$ cat config.mk
export PLATFORM = sky130hd
export DESIGN_NAME = seq_detect_ctrl
export DESIGN_NICKNAME = d
export VERILOG_FILES = /design/src/rtl/seq_detect_pkg.sv /design/src/rtl/seq_match_core.sv /design/src/rtl/seq_detect_ctrl.sv
export SDC_FILE = /design/constraint.sdc
export NUM_CORES = 1
export LEC_CHECK = 0
export ABC_CLOCK_PERIOD_IN_PS = 5900
export BUFFER_PORTS_ARGS = -buffer_cell sky130_fd_sc_hd__buf_2
export CELL_PAD_IN_SITES_DETAIL_PLACEMENT = 1
export CELL_PAD_IN_SITES_GLOBAL_PLACEMENT = 1
export CORE_MARGIN = 2
export CORE_UTILIZATION = 44
export DETAILED_ROUTE_END_ITERATION = 10
export PLACE_DENSITY_LB_ADDON = 0.05
export SLEW_MARGIN = 20
export SYNTH_ARGS = -nofsm -noshare
export SYNTH_HDL_FRONTEND = slang
export SYNTH_SLANG_ARGS = --single-unit
$ cat constraint.sdc
create_clock -name clk -period 5.9 [get_ports clk]
set_input_delay 0.295 -clock clk [delete_from_list [all_inputs] [get_ports clk]]
set_output_delay 0.295 -clock clk [all_outputs]
set_load 0.01 [all_outputs]
$ cat src/rtl/seq_detect_pkg.sv
`default_nettype none
// ============================================================================
// Module      : seq_detect_pkg
// Description : Shared types and helpers for the serial sequence detector:
//               FSM state encoding, default widths and the length clamp.
// Revision    : 1.0 - initial release
// ============================================================================
package seq_detect_pkg;

   localparam int c_PAT_W_DEF = 8;
   localparam int c_CNT_W_DEF = 16;

   // Explicit 2-bit encoding; the fourth code is unreachable and recovers to IDLE.
   typedef enum logic [1:0] {
      IDLE = 2'd0,
      RUN  = 2'd1,
      DONE = 2'd2
   } state_t;

   // A length of 0, or one longer than the pattern register, means "use all of it".
   function automatic int unsigned clamp_len(input logic [3:0] len, input int unsigned pat_w);
      if ((len == 4'd0) || (32'(len) > pat_w)) begin
         return pat_w;
      end
      return 32'(len);
   endfunction

endpackage
`default_nettype wire

$ cat src/rtl/seq_match_core.sv
`default_nettype none
// ============================================================================
// Module      : seq_match_core
// Description : Bit-serial history shift register with fill count and masked
//               compare against the target pattern. Reports a hit on the
//               cycle a shifted-in bit completes the pattern.
// Revision    : 1.0 - initial release
// ============================================================================
module seq_match_core
   import seq_detect_pkg::*;
#(
   parameter int PAT_W  = c_PAT_W_DEF,
   parameter int FILL_W = $clog2(PAT_W + 1)
) (
   input  logic              clk,
   input  logic              rst,
   input  logic              clr,
   input  logic              shift,
   input  logic              din,
   input  logic [PAT_W-1:0]  pattern,
   input  logic [FILL_W-1:0] len,
   input  logic              overlap,
   output logic              hit
);

   logic [PAT_W-1:0]  r_hist;
   logic [PAT_W-1:0]  w_hist_next;
   logic [PAT_W-1:0]  w_mask;
   logic [FILL_W-1:0] r_fill;
   logic [FILL_W-1:0] w_fill_next;

   // Newest bit enters at bit0; the fill count saturates once the register is full.
   assign w_hist_next = (r_hist << 1) | PAT_W'(din);
   assign w_fill_next = (r_fill == FILL_W'(PAT_W)) ? r_fill : r_fill + 1'b1;

   // Mask selecting the low len bits that take part in the compare.
   always_comb begin
      w_mask = '0;
      for (int i = 0; i < PAT_W; i++) begin
         w_mask[i] = (FILL_W'(i) < len);
      end
   end

   // Compare uses the post-shift view so the hit lines up with the bit just taken.
   assign hit = shift && (w_fill_next >= len) &&
                ((w_hist_next & w_mask) == (pattern & w_mask));

   // History and fill update; non-overlapping mode restarts filling after a hit.
   always_ff @(posedge clk) begin
      if (rst || clr) begin
         r_hist <= '0;
         r_fill <= '0;
      end else if (shift) begin
         r_hist <= w_hist_next;
         r_fill <= (hit && !overlap) ? '0 : w_fill_next;
      end
   end

endmodule
`default_nettype wire

$ cat src/rtl/seq_detect_ctrl.sv
`default_nettype none
// ============================================================================
// Module      : seq_detect_ctrl
// Description : Serial sequence detector controller. IDLE/RUN/DONE FSM,
//               config latch, match counter with optional limit, sticky irq.
//               Optional valid-bit timeout compiled in by defining
//               SEQ_DETECT_CTRL_TIMEOUT_EN.
// Revision    : 1.0 - initial release
// ============================================================================
module seq_detect_ctrl
   import seq_detect_pkg::*;
#(
   parameter int PAT_W        = c_PAT_W_DEF,
   parameter int CNT_W        = c_CNT_W_DEF,
   parameter int TIMEOUT_BITS = 64
) (
   input  logic             clk,
   input  logic             rst,
   input  logic             cfg_we,
   input  logic [PAT_W-1:0] cfg_pattern,
   input  logic [3:0]       cfg_len,
   input  logic             cfg_overlap,
   input  logic [7:0]       cfg_max,
   input  logic             start,
   input  logic             stop,
   input  logic             din,
   input  logic             din_valid,
   input  logic             irq_clr,
   output logic             match,
   output logic             busy,
   output logic             done,
   output logic [CNT_W-1:0] match_count,
   output logic             irq,
   output logic             timeout
);

   localparam int c_FILL_W = $clog2(PAT_W + 1);

   // A timeout limit below one would end every run before any data arrives.
   if (TIMEOUT_BITS < 1) begin : g_timeout_bits_chk
      $error("TIMEOUT_BITS must be at least 1");
   end

   state_t             r_state;
   state_t             w_state_next;
   logic [PAT_W-1:0]   r_pattern;
   logic [c_FILL_W-1:0] r_len;
   logic               r_overlap;
   logic [7:0]         r_max;
   logic               r_match;
   logic [CNT_W-1:0]   r_count;
   logic [CNT_W-1:0]   w_count_inc;
   logic               r_irq;
   logic               w_start;
   logic               w_shift;
   logic               w_hit;
   logic               w_max_hit;
   logic               w_to_hit;

   // start is only meaningful outside RUN; inside RUN stop has priority.
   assign w_start     = start && (r_state != RUN);
   assign w_shift     = (r_state == RUN) && din_valid && !stop;
   assign w_count_inc = (&r_count) ? r_count : r_count + 1'b1;
   assign w_max_hit   = w_hit && (r_max != 8'd0) && (w_count_inc == CNT_W'(r_max));

   // Config is latched in IDLE only so a run always sees a stable pattern.
   always_ff @(posedge clk) begin
      if (rst) begin
         r_pattern <= '0;
         r_len     <= c_FILL_W'(PAT_W);
         r_overlap <= 1'b1;
         r_max     <= 8'd0;
      end else if (cfg_we && (r_state == IDLE)) begin
         r_pattern <= cfg_pattern;
         r_len     <= c_FILL_W'(clamp_len(cfg_len, PAT_W));
         r_overlap <= cfg_overlap;
         r_max     <= cfg_max;
      end
   end

   seq_match_core #(
      .PAT_W  (PAT_W),
      .FILL_W (c_FILL_W)
   ) u_core (
      .clk     (clk),
      .rst     (rst),
      .clr     (w_start),
      .shift   (w_shift),
      .din     (din),
      .pattern (r_pattern),
      .len     (r_len),
      .overlap (r_overlap),
      .hit     (w_hit)
   );

`ifdef SEQ_DETECT_CTRL_TIMEOUT_EN
   localparam int c_TO_W = $clog2(TIMEOUT_BITS + 1);

   logic [c_TO_W-1:0] r_to_cnt;
   logic              r_timeout;

   // Fires on the valid bit that brings the count since start/last match to the limit.
   assign w_to_hit = w_shift && !w_hit && (r_to_cnt == c_TO_W'(TIMEOUT_BITS - 1));

   // Valid-bit counter since start or the most recent match.
   always_ff @(posedge clk) begin
      if (rst || w_start) begin
         r_to_cnt <= '0;
      end else if (w_shift) begin
         r_to_cnt <= w_hit ? '0 : r_to_cnt + 1'b1;
      end
   end

   // Sticky record that the run ended by timeout.
   always_ff @(posedge clk) begin
      if (rst || w_start) begin
         r_timeout <= 1'b0;
      end else if (w_to_hit) begin
         r_timeout <= 1'b1;
      end
   end

   assign timeout = r_timeout;
`else
   assign w_to_hit = 1'b0;
   assign timeout  = 1'b0;
`endif

   // FSM state register.
   always_ff @(posedge clk) begin
      if (rst) begin
         r_state <= IDLE;
      end else begin
         r_state <= w_state_next;
      end
   end

   // FSM next-state logic.
   always_comb begin
      w_state_next = r_state;
      case (r_state)
         IDLE:    if (start) w_state_next = RUN;
         RUN: begin
            if (stop)                        w_state_next = IDLE;
            else if (w_max_hit || w_to_hit)  w_state_next = DONE;
         end
         DONE:    if (start) w_state_next = RUN;
         default: w_state_next = IDLE;
      endcase
   end

   // FSM outputs.
   always_comb begin
      busy = (r_state == RUN);
      done = (r_state == DONE);
   end

   // Match pulse is the registered hit, one cycle after the sampling edge.
   always_ff @(posedge clk) begin
      if (rst) begin
         r_match <= 1'b0;
      end else begin
         r_match <= w_hit;
      end
   end

   // Saturating match counter, cleared at the start of each run.
   always_ff @(posedge clk) begin
      if (rst || w_start) begin
         r_count <= '0;
      end else if (w_hit) begin
         r_count <= w_count_inc;
      end
   end

   // Sticky completion flag; a set in the same cycle as irq_clr takes priority.
   always_ff @(posedge clk) begin
      if (rst || w_start) begin
         r_irq <= 1'b0;
      end else if (w_max_hit || w_to_hit) begin
         r_irq <= 1'b1;
      end else if (irq_clr) begin
         r_irq <= 1'b0;
      end
   end

   assign match       = r_match;
   assign match_count = r_count;
   assign irq         = r_irq;

endmodule
`default_nettype wire

==> Word-level counts from Yosys, hierarchy flattened <==
Cells that the tools add are included.
{ "op_classes": {"n_addsub": 2, "magnitude_cmp": 10, "eq_ne": 8, "mux": 14, "n_bitwise": 3, "n_reduce_logical": 20} }
{ "op_table": {"columns": ["cell", "n"], "rows": [
  ["adder 16 x 1 -> 16 bit, second input constant", 1],
  ["AND 8 bit", 2],
  ["equality test 16 x 8 -> 1 bit", 1],
  ["< comparator 3 x 4 -> 1 bit, first input constant", 4],
  ["two-way mux 16 bit", 1],
  ["two-way mux 4 bit", 4],
  ["AND reduction 16 bit", 1],
  ["logical AND 1 bit", 9],
  ["equality test 8 bit", 1],
  ["< comparator 1 x 4 -> 1 bit, first input constant", 2],
  ["< comparator 2 x 4 -> 1 bit, first input constant", 2],
  ["bitwise OR 8 x 1 -> 8 bit", 1],
  ["nonzero test 8 bit", 1],
  ["two-way mux 2 bit", 3],
  ["two-way mux 1 bit", 5],
  ["adder 4 x 1 -> 4 bit, second input constant", 1],
  ["equality test 4 bit, second input constant", 1],
  ["greater-or-equal comparator 4 bit", 1],
  ["greater-than comparator 4 bit, second input constant", 1],
  ["logical NOT 4 bit", 1],
  ["!= test 2 x 1 -> 1 bit, second input constant", 2],
  ["one-hot mux 2 bit (2 select lines)", 1],
  ["!= test 3 x 2 -> 1 bit, second input constant", 1],
  ["equality test 2 x 1 -> 1 bit, second input constant", 1],
  ["7 further kinds", 9]
]} }
{ "totals": {"regBits": 52, "inputBits": 29, "output_inout_bits": 21, "word_cells": 67} }

==> Depth between registers and ports, before layout <==
Gate-level depths: netlist (run 1).
{ "depth": {"word_depth": 10, "mapped_depth": 15, "depth_no_buf": 13} }

==> By module <==
Synthesis (run 1) repeated with hierarchy kept, for this count alone.
{ "unflattened": {"hier_cells": 358, "area_unflattened_um2": 2850.2} }
{ "by_module_without_submodules": {"columns": ["mod", "instances", "cells_per_inst", "area_each_um2", "seq_area_each_um2"], "rows": [
  ["seq_detect_ctrl", 1, 269, 2109.5, 820.8],
  ["seq_match_core", 1, 89, 740.7, 220.2]
]} }

==> Least setup slack after synthesis (run 1) <==
No wires, ideal clock.
{ "synth_timing": {"path_type": "reg-to-reg", "startpoint": "register u_core.r_fill[0]", "endpoint": "register r_count[5], in the netlist match_count[5]", "setup_ns": 0.091, "arrival_ns": 2.650, "t_required_ns": 5.809, "setup_slack_ns": 3.159, "path_stages_with_launch": 15, "n_path_buf": 2, "synth_period_minus_slack_ns": 2.741, "cell_sequence": "dfxtp_1 -> inv_1 -> ha_1 -> nand2_1 -> nor2_1 -> xnor2_1 -> ha_1 -> nand2b_1 -> a2111oi_0 -> nor3_1 -> nand3b_1 -> clkbuf_1 -> buf_2 -> nor2_1 -> a311oi_1"} }
{ "synth_between": {"elab_chain_cells": 5, "word_cells_on_any_way": 6, "cone_classes": "add/sub (1); order compare (1); eq/ne (1); mux (1); reduce/logical (2)"} }
{ "synth_lines": {"columns": ["element", "line_no", "text"], "rows": [
  ["from (decl)", "seq_match_core.sv:29", "logic [FILL_W-1:0] r_fill;"],
  ["from (signal assigned)", "seq_match_core.sv:55", "r_fill <= (hit && !overlap) ? '0 : w_fill_next;"],
  ["adder 4 x 1 -> 4 bit / equality test 4 bit (equally long branches)", "seq_match_core.sv:34", "assign w_fill_next = (r_fill == FILL_W'(PAT_W)) ? r_fill : r_fill + 1'b1;"],
  ["two-way mux 4 bit *", "seq_match_core.sv:34", null],
  ["greater-or-equal comparator 4 bit *", "seq_match_core.sv:45", "assign hit = shift && (w_fill_next >= len) &&"],
  ["logical AND 1 bit * (2 in series)", "seq_match_core.sv:45", null],
  ["to (signal assigned)", "seq_detect_ctrl.sv:172", "r_count <= w_count_inc;"],
  ["to (decl)", "seq_detect_ctrl.sv:51", "logic [CNT_W-1:0] r_count;"]
]} }
Every way passes the cells marked *; elsewhere a longest branch is shown, timed or not.
A chain may end at the register's enable or synchronous reset.

==> Worst setup path in the final report (run 1) <==
{ "layout_timing": {"startpoint": "register u_core.r_fill[0]", "endpoint": "register r_irq, in the netlist irq"} }
{ "layout_between": {"elab_chain_cells": 8, "word_cells_on_any_way": 10, "cone_classes": "add/sub (1); order compare (1); eq/ne (1); mux (2); reduce/logical (5)"} }
{ "layout_lines": {"columns": ["element", "line_no", "text"], "rows": [
  ["adder 4 x 1 -> 4 bit / equality test 4 bit (equally long branches)", "seq_match_core.sv:34", null],
  ["two-way mux 4 bit *", "seq_match_core.sv:34", null],
  ["greater-or-equal comparator 4 bit *", "seq_match_core.sv:45", null],
  ["logical AND 1 bit * (2 in series)", "seq_match_core.sv:45", null],
  ["logical AND 1 bit * (2 in series)", "seq_detect_ctrl.sv:64", "assign w_max_hit = w_hit && (r_max != 8'd0) && (w_count_inc == CNT_W'(r_max));"],
  ["two-way mux 1 bit / nonzero test 2 bit (equally long branches)", null, null],
  ["to (signal assigned)", "seq_detect_ctrl.sv:179", "r_irq <= 1'b0;"],
  ["to (signal assigned)", "seq_detect_ctrl.sv:181", "r_irq <= 1'b1;"],
  ["to (signal assigned)", "seq_detect_ctrl.sv:183", "r_irq <= 1'b0;"],
  ["to (decl)", "seq_detect_ctrl.sv:53", "logic r_irq;"]
]} }
Marks and branches as above.

==> results.py, run 1 <==
metrics = {
    "synth": {
        "syn_area_per_cell_um2": 7.94,
        "synth_top_area_cell": "dfxtp_1",
        "ys_ff_latch": 52,
        "synth-warning-count": 0,
        "synth_ff_type": "dfxtp_1",
        "yosysMostFrequentCell": "nand2_1",
        "synthTopCellsByCount": "nand2_1, dfxtp_1, a21oi_1",
        "synth_edf_count": 0,
        "synthCells": 373,
        "syn_nets": 409,
        "synth_cell_types": 61,
        "yosysTopAreaCellShare_pct": 35.2,
        "async_reset_ff_share_pct": 0,
        "synth.top_cells.by_area": "dfxtp_1, nand2_1, a21oi_1, xnor2_1, nor2_1",
        "seq_area_frac_synth_pct": 35.2,
        "syn-cell-area_um2": 2960,
    },
    "die": {
        "die_w_um": 86.0,
        "pin_count": 50,
        "initial_core_util_pct": 46.1,
        "core.rowCount": 29,
        "die-area_um2": 7400,
        "die_h_um": 86.0,
        "core_um2": 6420,
    },
    "clock_network": {
        "cts_setup_buffers": 0,
        "clkTransAtPathRegs_ns": 0.11,
        "cts.path.max_buffers": 2,
        "cts_buffers": 5,
        "hold_buffers": 0,
        "cts_resized": 0,
        "clock-root-buffer": "clkbuf_8",
        "clock_latency_ns": 0.32,
        "htree_levels": 2,
        "clock_sinks": 52,
        "tritoncts": "done",
    },
    "worst_setup_path": {
        "worstPathArrival_ns": 3.72,
        "critical-path-top-delay-family": "simple AND/OR/NAND/NOR gates",
        "crit_type": "reg2reg",
        "end_kind": "register",
        "worst_path_max_delay_cell": "nand3b_1",
        "crit_chain": "inv_1, ha_1, nand2_1, nand2_1, mux2i_1, ha_1, o21a_1, nor2_1, nor3_1, nand3b_1, or3_1, or4_1, a21oi_1",
        "crit_buf_inv": 1,
        "crit_fanout": 21,
        "required_ns": 6.12,
        "cp-start-kind": "register",
        "cpPeakStageDelay_ns": 0.64,
    },
    "place": {
        "numPortBuffers": 48,
        "place.gp.congestion": 0.822,
        "place_hpwl_mm": 5.67,
    },
    "routing": {
        "firstDrtPassIters": 4,
        "drtIter0Drc": 53,
        "viasPerCell": 5.47,
        "ant_nets": 0,
        "vias": 2646,
        "drc": 0,
        "routed_wl_mm": 7.62,
        "wl_per_cell_um": 15.7,
    },
    "grt": {
        "grt_pass1_vias": 2657,
        "use_met3_pct": 3.56,
        "antenna_found_initial": 0,
        "grt-ovfl-total": 0,
        "met1_usage_pct": 31.5,
        "gr-usage-met2_pct": 34.2,
        "grtUsageTotal_pct": 21.9,
        "busiest_layer": "met2",
        "grt_max_degree": 29,
        "grt_pass1_wl_mm": 13.0,
    },
    "job": {
        "cap_violations": 0,
    },
    "timing": {
        "holdWs_ns": 0.188,
        "slew_violations": 0,
        "rsz0062_at_grt": "false",
        "setup_viol": 0,
        "relSlewSlack_pct": 30.6,
        "tightest_slew_ns": 1.04,
        "fin_tns_setup_ns": 0,
        "finalCriticalPeriod_ns": 3.49,
        "hold_viol_final": 0,
        "period_share_pct": 59.2,
        "finClkSkew_ns": 0.0141,
        "timing.fmax_mhz": 286,
    },
    "pwr": {
        "leakagePower_nw": 1.20,
        "cellPowerDensity_nw_per_um2": 204,
        "ir_worst_vdd_mv": 0.107,
        "p_clk_share_pct": 33.6,
        "switching_share_pct": 27.8,
        "switchingPower_mw": 0.184,
        "p_seq_share_pct": 56.1,
        "comb_power_share_pct": 10.3,
        "p_int_mw": 0.477,
    },
    "finish": {
        "utilization_pct": 50.5,
        "area_growth_pct": 9.47,
        "drive_above_1_share_pct": 17.2,
        "fin_nets": 442,
        "insertedDiodeCount": 0,
        "fill_cells": 832,
    },
    "hold_path": {
        "min_path_type": "in2reg",
    },
    "outcome": {
        "status": "completed",
    },
}
[worst register-to-register path, stage by stage, from the launching register on]
cell,delay (ns)
dfxtp_1,0.40
inv_1,0.10
ha_1,0.20
nand2_1,0.08
nand2_1,0.05
mux2i_1,0.20
ha_1,0.21
o21a_1,0.13
nor2_1,0.04
nor3_1,0.23
nand3b_1,0.64
or3_1,0.57
or4_1,0.43
a21oi_1,0.13
[kinds of logic after synthesis]
logic type | after synthesis | share of synthesized area (%)
compound gates | 65 | 13.0
xor+xnor | 28 | 8.28
fa+ha+maj | 7 | 2.96
buf+inv | 31 | 6.30
flops | 52 | 35.2
mux | 9 | 3.09
other cells | 1 | 0.127
simple gates | 180 | 31.1
[flip-flops by register name (all words and copies together), names as in the netlist]
name           count
match_count       16
r_max              8
r_pattern          8
u_core.r_hist      7
r_len              4
u_core.r_fill      4
r_state            2
irq                1
match              1
r_overlap          1
[area by class of cell]
cell class / count / area, um^2 / share of cell area [%]
Multi-Input combinational cell: 290 / 1730 / 53.5
Clock buffer: 5 / 68.8 / 2.12
Timing Repair Buffer: 48 / 240 / 7.41
Inverter: 9 / 33.8 / 1.04
Tap cell: 77 / 96.3 / 2.97
Sequential cell: 52 / 1040 / 32.1
Clock inverter: 3 / 27.5 / 0.849
[metal layers]
metal | share of wire (%) | wire, um
met5 | 0 | 0
met3 | 2.7 | 206
met1 | 51 | 3910
met2 | 45 | 3420
met4 | 1.1 | 85
[per-stage QoR]
stage / instances / setup slack (ns) / instance area, um^2 / total power [mW]
2_1_floorplan: 373 / 3.16 / 2960 / 0.423
3_3_place_gp: 476 / 2.50 / 3140 / 0.446
3_5_place_dp: 476 / 2.38 / 3140 / 0.448
4_1_cts: 484 / 2.38 / 3240 / 0.671
5_1_grt: 484 / 2.07 / 3240 / 0.695
6_report: 484 / 2.41 / 3240 / 0.661
[cells in the final DEF, fill, tap and decap left out, drive strengths merged, types with 4 or more instances in the layout]
cell type,Yosys,final
clkbuf,13,5
buf,8,48
inv,9,10
nor2,28,28
nand4,5,5
nor4,5,5
xnor2,21,21
nand2,75,75
nand3b,5,5
mux2i,8,8
ha,7,7
nand3,16,16
o21ai,5,5
a21oi,40,40
dfxtp,52,52
nand2b,4,4
nor3,15,15
and3,4,4
xor2,7,7
[final timing paths]
check / startpoint / to / slack, ns / cells past startpoint
worst max-delay path: u_core.r_fill[0] / irq / 2.41 / 13
worst min-delay path: stop / r_state[0] / 0.19 / 2
worst max register to register: u_core.r_fill[0] / irq / 2.41 / 13
worst min register to register: r_pattern[4] / r_pattern[4] / 0.48 / 2
[power groups by stage]
stage | combinational (mW) | clock, mW | sequential, mW
2_1_floorplan | 0.0481 | 0 | 0.375
3_3_place_gp | 0.0675 | 0 | 0.379
3_5_place_dp | 0.0690 | 0 | 0.379
4_1_cts | 0.0690 | 0.231 | 0.371
5_1_grt | 0.0774 | 0.246 | 0.373
6_report | 0.0679 | 0.222 | 0.371
Power figures use the tool's default switching activity.
==> inputs of run 2 (changes only) <==
--- a/config.mk
+++ b/config.mk
@@ -5,12 +5,12 @@
 export SDC_FILE = /design/constraint.sdc
 export NUM_CORES = 1
 export LEC_CHECK = 0
-export ABC_CLOCK_PERIOD_IN_PS = 5900
+export ABC_CLOCK_PERIOD_IN_PS = 2900
 export BUFFER_PORTS_ARGS = -buffer_cell sky130_fd_sc_hd__buf_2
 export CELL_PAD_IN_SITES_DETAIL_PLACEMENT = 1
 export CELL_PAD_IN_SITES_GLOBAL_PLACEMENT = 1
 export CORE_MARGIN = 2
-export CORE_UTILIZATION = 44
+export CORE_UTILIZATION = 37
 export DETAILED_ROUTE_END_ITERATION = 10
 export PLACE_DENSITY_LB_ADDON = 0.05
 export SLEW_MARGIN = 20
==> constraint.sdc (replaced) <==
create_clock -name clk -period 2.9 [get_ports clk]
set_input_delay 0.145 -clock clk [delete_from_list [all_inputs] [get_ports clk]]
set_output_delay 0.145 -clock clk [all_outputs]
set_load 0.01 [all_outputs]
==> run 2 against run 1 <==
Die area up 18%. Register-to-register slack lost 2.3 ns. Global-route usage shrank 2.2 points. Combinational power rose by 130%. Final area is 7.3% higher. Power increased by 120%. Critical endpoint is now r_state[1]. Core utilization decreased by 5.5 points.
==> results.py, run 2 (synthesis results as in run 1) <==
metrics = {
    "routing": {
        "firstDrtPassIters": 4,
        "drc": 0,
        "drtIter0Drc": 55,
        "viasPerCell": 5.21,
        "wl_per_cell_um": 15.3,
        "routed_wl_mm": 8.08,
        "ant_nets": 0,
        "vias": 2756,
    },
    "timing": {
        "hold_viol_final": 0,
        "relSlewSlack_pct": 49.8,
        "fin_tns_setup_ns": 0,
        "slew_violations": 0,
        "holdWs_ns": 0.0437,
        "timing.fmax_mhz": 356,
        "setup_viol": 0,
        "finalCriticalPeriod_ns": 2.81,
        "period_share_pct": 96.9,
        "finClkSkew_ns": 0.00646,
        "tightest_slew_ns": 0.752,
    },
    "clock_network": {
        "tritoncts": "done",
        "clock_sinks": 52,
        "clock-root-buffer": "clkbuf_8",
        "htree_levels": 2,
        "clkTransAtPathRegs_ns": 0.11,
        "cts.path.max_buffers": 2,
        "clock_latency_ns": 0.31,
        "cts_buffers": 5,
    },
    "place": {
        "dpl_cell_area_um2": 3310,
        "place_hpwl_mm": 6.14,
        "numPortBuffers": 48,
        "place.gp.congestion": 0.793,
        "place_inst": 519,
    },
    "grt": {
        "grt_pass1_wl_mm": 13.8,
        "grt-ovfl-total": 0,
        "grt_pass1_vias": 2793,
        "grt_max_degree": 24,
        "antenna_found_initial": 0,
        "grtUsageTotal_pct": 19.7,
    },
    "finish": {
        "fill_cells": 971,
        "fin_nets": 462,
        "final_cells": 529,
        "largest_register_ffs": 16,
        "area_growth_pct": 17.5,
        "final_common_cell": "nand2_1",
        "final_cell_mix": "nand2_1, dfxtp_1, buf_2",
        "insertedDiodeCount": 0,
        "drive_above_1_share_pct": 23.2,
        "finish.instance_area_um2": 3480,
    },
    "die": {
        "die_w_um": 93.4,
        "core.rowCount": 32,
        "die_h_um": 93.4,
        "pin_count": 50,
        "die-area_um2": 8730,
        "initial_core_util_pct": 38.3,
        "core_um2": 7730,
    },
    "worst_setup_path": {
        "required_ns": 3.14,
        "worstPathArrival_ns": 3.05,
        "r2r_slack_ns": 0.09,
        "cp-start-kind": "register",
        "worstReg2RegStart": "u_core.r_fill[1]",
        "crit_type": "reg2reg",
        "end_kind": "register",
        "crit_fanout": 4,
        "critPathLaunch": "u_core.r_fill[1]",
    },
    "pwr": {
        "p_int_mw": 1.06,
        "switching_share_pct": 26.2,
        "p_clk_share_pct": 36.8,
        "cellPowerDensity_nw_per_um2": 412,
        "ir_worst_vdd_mv": 0.207,
        "comb_power_share_pct": 10.7,
        "leakagePower_nw": 1.33,
        "p_seq_share_pct": 52.6,
        "switchingPower_mw": 0.375,
    },
    "outcome": {
        "status": "completed",
    },
    "hold_path": {
        "hold_start": "cfg_overlap",
        "min_path_type": "in2reg",
    },
    "job": {
        "cap_violations": 0,
    },
}
## run 2: final timing paths
check / end / depth (start not counted)
hold reg to reg: u_core.r_hist[6] / 2
setup / recovery: r_state[1] / 13
hold / removal: r_overlap / 3
setup reg to reg: r_state[1] / 13
## run 2: repair_timing
item,CTS,global route
buffers inserted,0,2
endpoints found under the setup margin,0,22
hold buffers,0,0
resized for setup,0,10
## run 2: worst max-delay path, cell delays in order (launching register included)
cell and delay, ns:
dfxtp_1 0.40, inv_1 0.06, ha_1 0.17, nand2_1 0.09, nand2_1 0.07, mux2i_2 0.21, ha_2 0.25, o21a_1 0.13
nor2_1 0.04, nor3_2 0.18, nand3b_1 0.16, or3_1 0.39, or4_4 0.43, a21oi_1 0.16
## run 2: power groups by stage
stage | sequential (mW) | combinational (mW) | clock (mW)
4_1_cts | 0.753 | 0.151 | 0.540
2_1_floorplan | 0.763 | 0.0980 | 0
6_report | 0.753 | 0.153 | 0.527
3_5_place_dp | 0.770 | 0.149 | 0
3_3_place_gp | 0.769 | 0.146 | 0
5_1_grt | 0.757 | 0.172 | 0.572
## run 2: per-stage QoR
| stage | total power [mW] | util (%) | setup WS [ns] |
|---|---|---|---|
| final | 1.43 | 45.0 | 0.0902 |
| after global placement | 0.916 | 42.8 | 0.167 |
| after floorplan | 0.861 | - | 0.159 |
| after detailed placement | 0.919 | 42.8 | 0.0502 |
| after CTS | 1.44 | 44.3 | 0.0307 |
| after global routing | 1.50 | 45.0 | -0.0710 |
## run 2: routing by layer
layer,GRT usage [%],share of wire [%],vias to the layer above
li1,-,-,1395
met1,28.0,50,1312
met2,31.6,46,43
met3,2.74,3.6,6
met4,4.41,0.89,0
met5,0,0,-
## run 2: cell type report
class                      instances  area, um^2  share of cell area [%]
clock buffer                       5        68.8                    1.98
clock inverter                     3        46.3                    1.33
inverter                           9        33.8                   0.972
multi-input combinational        290        1770                    50.8
sequential                        52        1040                    30.0
tap                              102         128                    3.67
timing repair buffer              68         390                    11.2
==> inputs of run 3 (changes only) <==
--- a/config.mk
+++ b/config.mk
@@ -7,6 +7,7 @@
 export LEC_CHECK = 0
 export ABC_CLOCK_PERIOD_IN_PS = 2900
 export BUFFER_PORTS_ARGS = -buffer_cell sky130_fd_sc_hd__buf_2
+export CAP_MARGIN = 25
 export CELL_PAD_IN_SITES_DETAIL_PLACEMENT = 1
 export CELL_PAD_IN_SITES_GLOBAL_PLACEMENT = 1
 export CORE_MARGIN = 2
@@ -16,4 +17,5 @@
 export SLEW_MARGIN = 20
 export SYNTH_ARGS = -nofsm -noshare
 export SYNTH_HDL_FRONTEND = slang
+export SYNTH_HIERARCHICAL = 1
 export SYNTH_SLANG_ARGS = --single-unit
==> run 3 against run 2 <==
Die area down 3.6%. Hold slack better by 0.021 ns. Count of clock-buffer cells in the layout unchanged. Sequential power about the same. Routed wire length shrank 0.78%. Critical path depth grew 1. Area after synthesis fell by 3.7%. Register-to-register slack improved by 0.07 ns. Synthesized cell count fell by 4.0%. Clock skew is 0.0023 ns higher. Sequential share of layout area increased by 0.62 points. First-iteration DRC count rose by 16%.
==> results.py, run 3 <==
metrics = {
    "place": {
        "dp_slack_ns": -0.0254,
        "numPortBuffers": 48,
        "dpl_cell_area_um2": 3230,
        "place.gp.congestion": 0.891,
        "place_hpwl_mm": 6.04,
        "place_inst": 500,
    },
    "timing": {
        "tightest_slew_ns": 0.728,
        "relSlewSlack_pct": 51.5,
        "holdWs_ns": 0.0646,
        "finalCriticalPeriod_ns": 2.74,
        "timing.fmax_mhz": 365,
        "hold_viol_final": 0,
        "slew_violations": 0,
        "period_share_pct": 94.6,
        "worst_slack_ns": 0.157,
        "finClkSkew_ns": 0.00873,
        "fin_tns_setup_ns": 0,
        "setup_viol": 0,
    },
    "routing": {
        "ant_nets": 0,
        "drtIter0Drc": 64,
        "drc": 0,
        "wl_per_cell_um": 15.7,
        "viasPerCell": 5.22,
        "vias": 2666,
        "routed_wl_mm": 8.01,
        "firstDrtPassIters": 5,
    },
    "worst_setup_path": {
        "critPathLaunch": "u_core/r_fill[1]",
        "cp-start-kind": "register",
        "required_ns": 3.07,
        "worstReg2RegStart": "u_core/r_fill[1]",
        "crit_type": "reg2reg",
        "worstPathArrival_ns": 2.92,
        "end_kind": "register",
        "crit_fanout": 8,
    },
    "die": {
        "pin_count": 50,
        "core_um2": 7610,
        "die-area_um2": 8420,
        "die_w_um": 91.8,
        "core.rowCount": 32,
        "initial_core_util_pct": 37.5,
        "die_h_um": 91.8,
    },
    "synth": {
        "syn_nets": 394,
        "syn_area_per_cell_um2": 7.96,
        "synthCells": 358,
        "synthTopCellsByCount": "nand2_1, dfxtp_1, a21oi_1",
        "synth_cell_types": 54,
        "seq_area_frac_synth_pct": 36.5,
        "ys_ff_latch": 52,
        "synth_ff_type": "dfxtp_1",
        "yosysMostFrequentCell": "nand2_1",
        "syn-cell-area_um2": 2850,
        "synth.top_cells.by_area": "dfxtp_1, nand2_1, a21oi_1, mux2i_1, xnor2_1",
        "synth_top_area_cell": "dfxtp_1",
        "synth-warning-count": 6,
        "synth_edf_count": 0,
        "async_reset_ff_share_pct": 0,
        "yosysTopAreaCellShare_pct": 36.5,
    },
    "finish": {
        "final_cell_mix": "nand2_1, dfxtp_1, buf_2",
        "drive_above_1_share_pct": 23.0,
        "final_cells": 511,
        "largest_register_ffs": 16,
        "final_common_cell": "nand2_1",
        "insertedDiodeCount": 0,
        "utilization_pct": 45.0,
        "final-seq-area_um2": 1050,
        "finish.instance_area_um2": 3430,
        "fill_cells": 984,
        "area_growth_pct": 20.2,
        "fin_nets": 444,
        "multiInputGateArea_um2": 1730,
    },
    "clock_network": {
        "htree_levels": 2,
        "cts_buffers": 5,
        "clock_latency_ns": 0.30,
        "clock-root-buffer": "clkbuf_8",
        "tritoncts": "done",
        "clock_sinks": 52,
        "hold_buffers": 0,
        "clkTransAtPathRegs_ns": 0.10,
        "cts.path.max_buffers": 2,
    },
    "grt": {
        "grt_max_degree": 29,
        "use_met3_pct": 2.71,
        "grtUsageTotal_pct": 19.7,
        "grt-ovfl-total": 0,
        "busiest_layer": "met2",
        "antenna_found_initial": 0,
        "gr-usage-met2_pct": 31.6,
        "grt_pass1_wl_mm": 13.4,
        "grt_pass1_vias": 2680,
        "met1_usage_pct": 27.8,
    },
    "pwr": {
        "ir_worst_vdd_mv": 0.180,
        "comb_power_share_pct": 9.7,
        "cellPowerDensity_nw_per_um2": 406,
        "switching_share_pct": 25.3,
        "p_int_mw": 1.04,
        "total_power_mw": 1.39,
        "switchingPower_mw": 0.353,
        "p_clk_share_pct": 36.4,
        "leakagePower_nw": 1.38,
        "p_seq_share_pct": 53.8,
    },
    "outcome": {
        "status": "completed",
    },
    "job": {
        "cap_violations": 0,
    },
    "hold_path": {
        "min_path_type": "in2reg",
        "hold_start": "cfg_overlap",
    },
}
-- run 3: cell count changes after synthesis, sizes merged, moves of 5 or more --
| cell | before | now |
|---|---|---|
| nand2 | 75 | 57 |
| o21ai | 5 | 17 |
| a21oi | 40 | 30 |
| xnor2 | 21 | 13 |
| nand3 | 16 | 10 |
| nor3 | 15 | 9 |
| xor2 | 7 | 13 |
| mux2i | 8 | 13 |
-- run 3: per-layer routing --
layer / vias to the layer above / wire length [um]
li1: 1341 / -
met1: 1283 / 4170
met2: 38 / 3590
met3: 4 / 201
met4: 0 / 53
met5: - / 0
-- run 3: kinds of logic after synthesis --
logic type / after synthesis / share of synthesized area (%)
other cells: 1 / 0.132
flops: 52 / 36.5
compound gates: 71 / 15.4
fa+ha+maj: 7 / 3.07
simple gates: 156 / 27.7
buf+inv: 32 / 4.65
xor+xnor: 26 / 7.99
mux: 13 / 4.57
-- run 3: critical path: stages, from the launching register on --
cell and delay (ns):
dfxtp_4 0.37, inv_1 0.09, ha_4 0.14, nand2_4 0.06, nor2_4 0.12, xnor2_1 0.09
ha_1 0.28, o21ai_1 0.07, a221o_1 0.35, nor3_2 0.18, buf_4 0.19, nor2b_4 0.14
o2111ai_1 0.09, and4bb_2 0.36, a311oi_2 0.10
-- run 3: path summary, 6_finish.rpt --
check	slack, ns	endpoint	cells past startpoint
max	0.16	r_state[0]	14
min	0.06	r_overlap	3
max reg2reg	0.16	r_state[0]	14
min reg2reg	0.48	r_pattern[7]	2
-- run 3: power by group through the flow --
stage               logic [mW]  clock network (mW)  registers [mW]
floorplan               0.0902                   0           0.762
global placement         0.131                   0           0.767
detailed placement       0.134                   0           0.768
CTS                      0.135               0.528           0.752
global route             0.155               0.557           0.754
finish                   0.136               0.508           0.750
-- run 3: layout make-up --
type                    instances  share of cell area [%]
repair buffers                 65                    10.7
clock inverters                 3                    1.24
flip-flops and latches         52                    30.6
inverters                      10                    1.17
clock buffers                   5                    2.01
multi-input cells             274                    50.5
well taps                     102                    3.72
-- run 3: what timing repair did --
action | in CTS | in global routing
pin swaps | 2 | 6
endpoints found under the setup margin | 8 | 15
endpoints found under the hold margin | 0 | 0
setup buffers | 1 | 2
resized for setup | 2 | 21
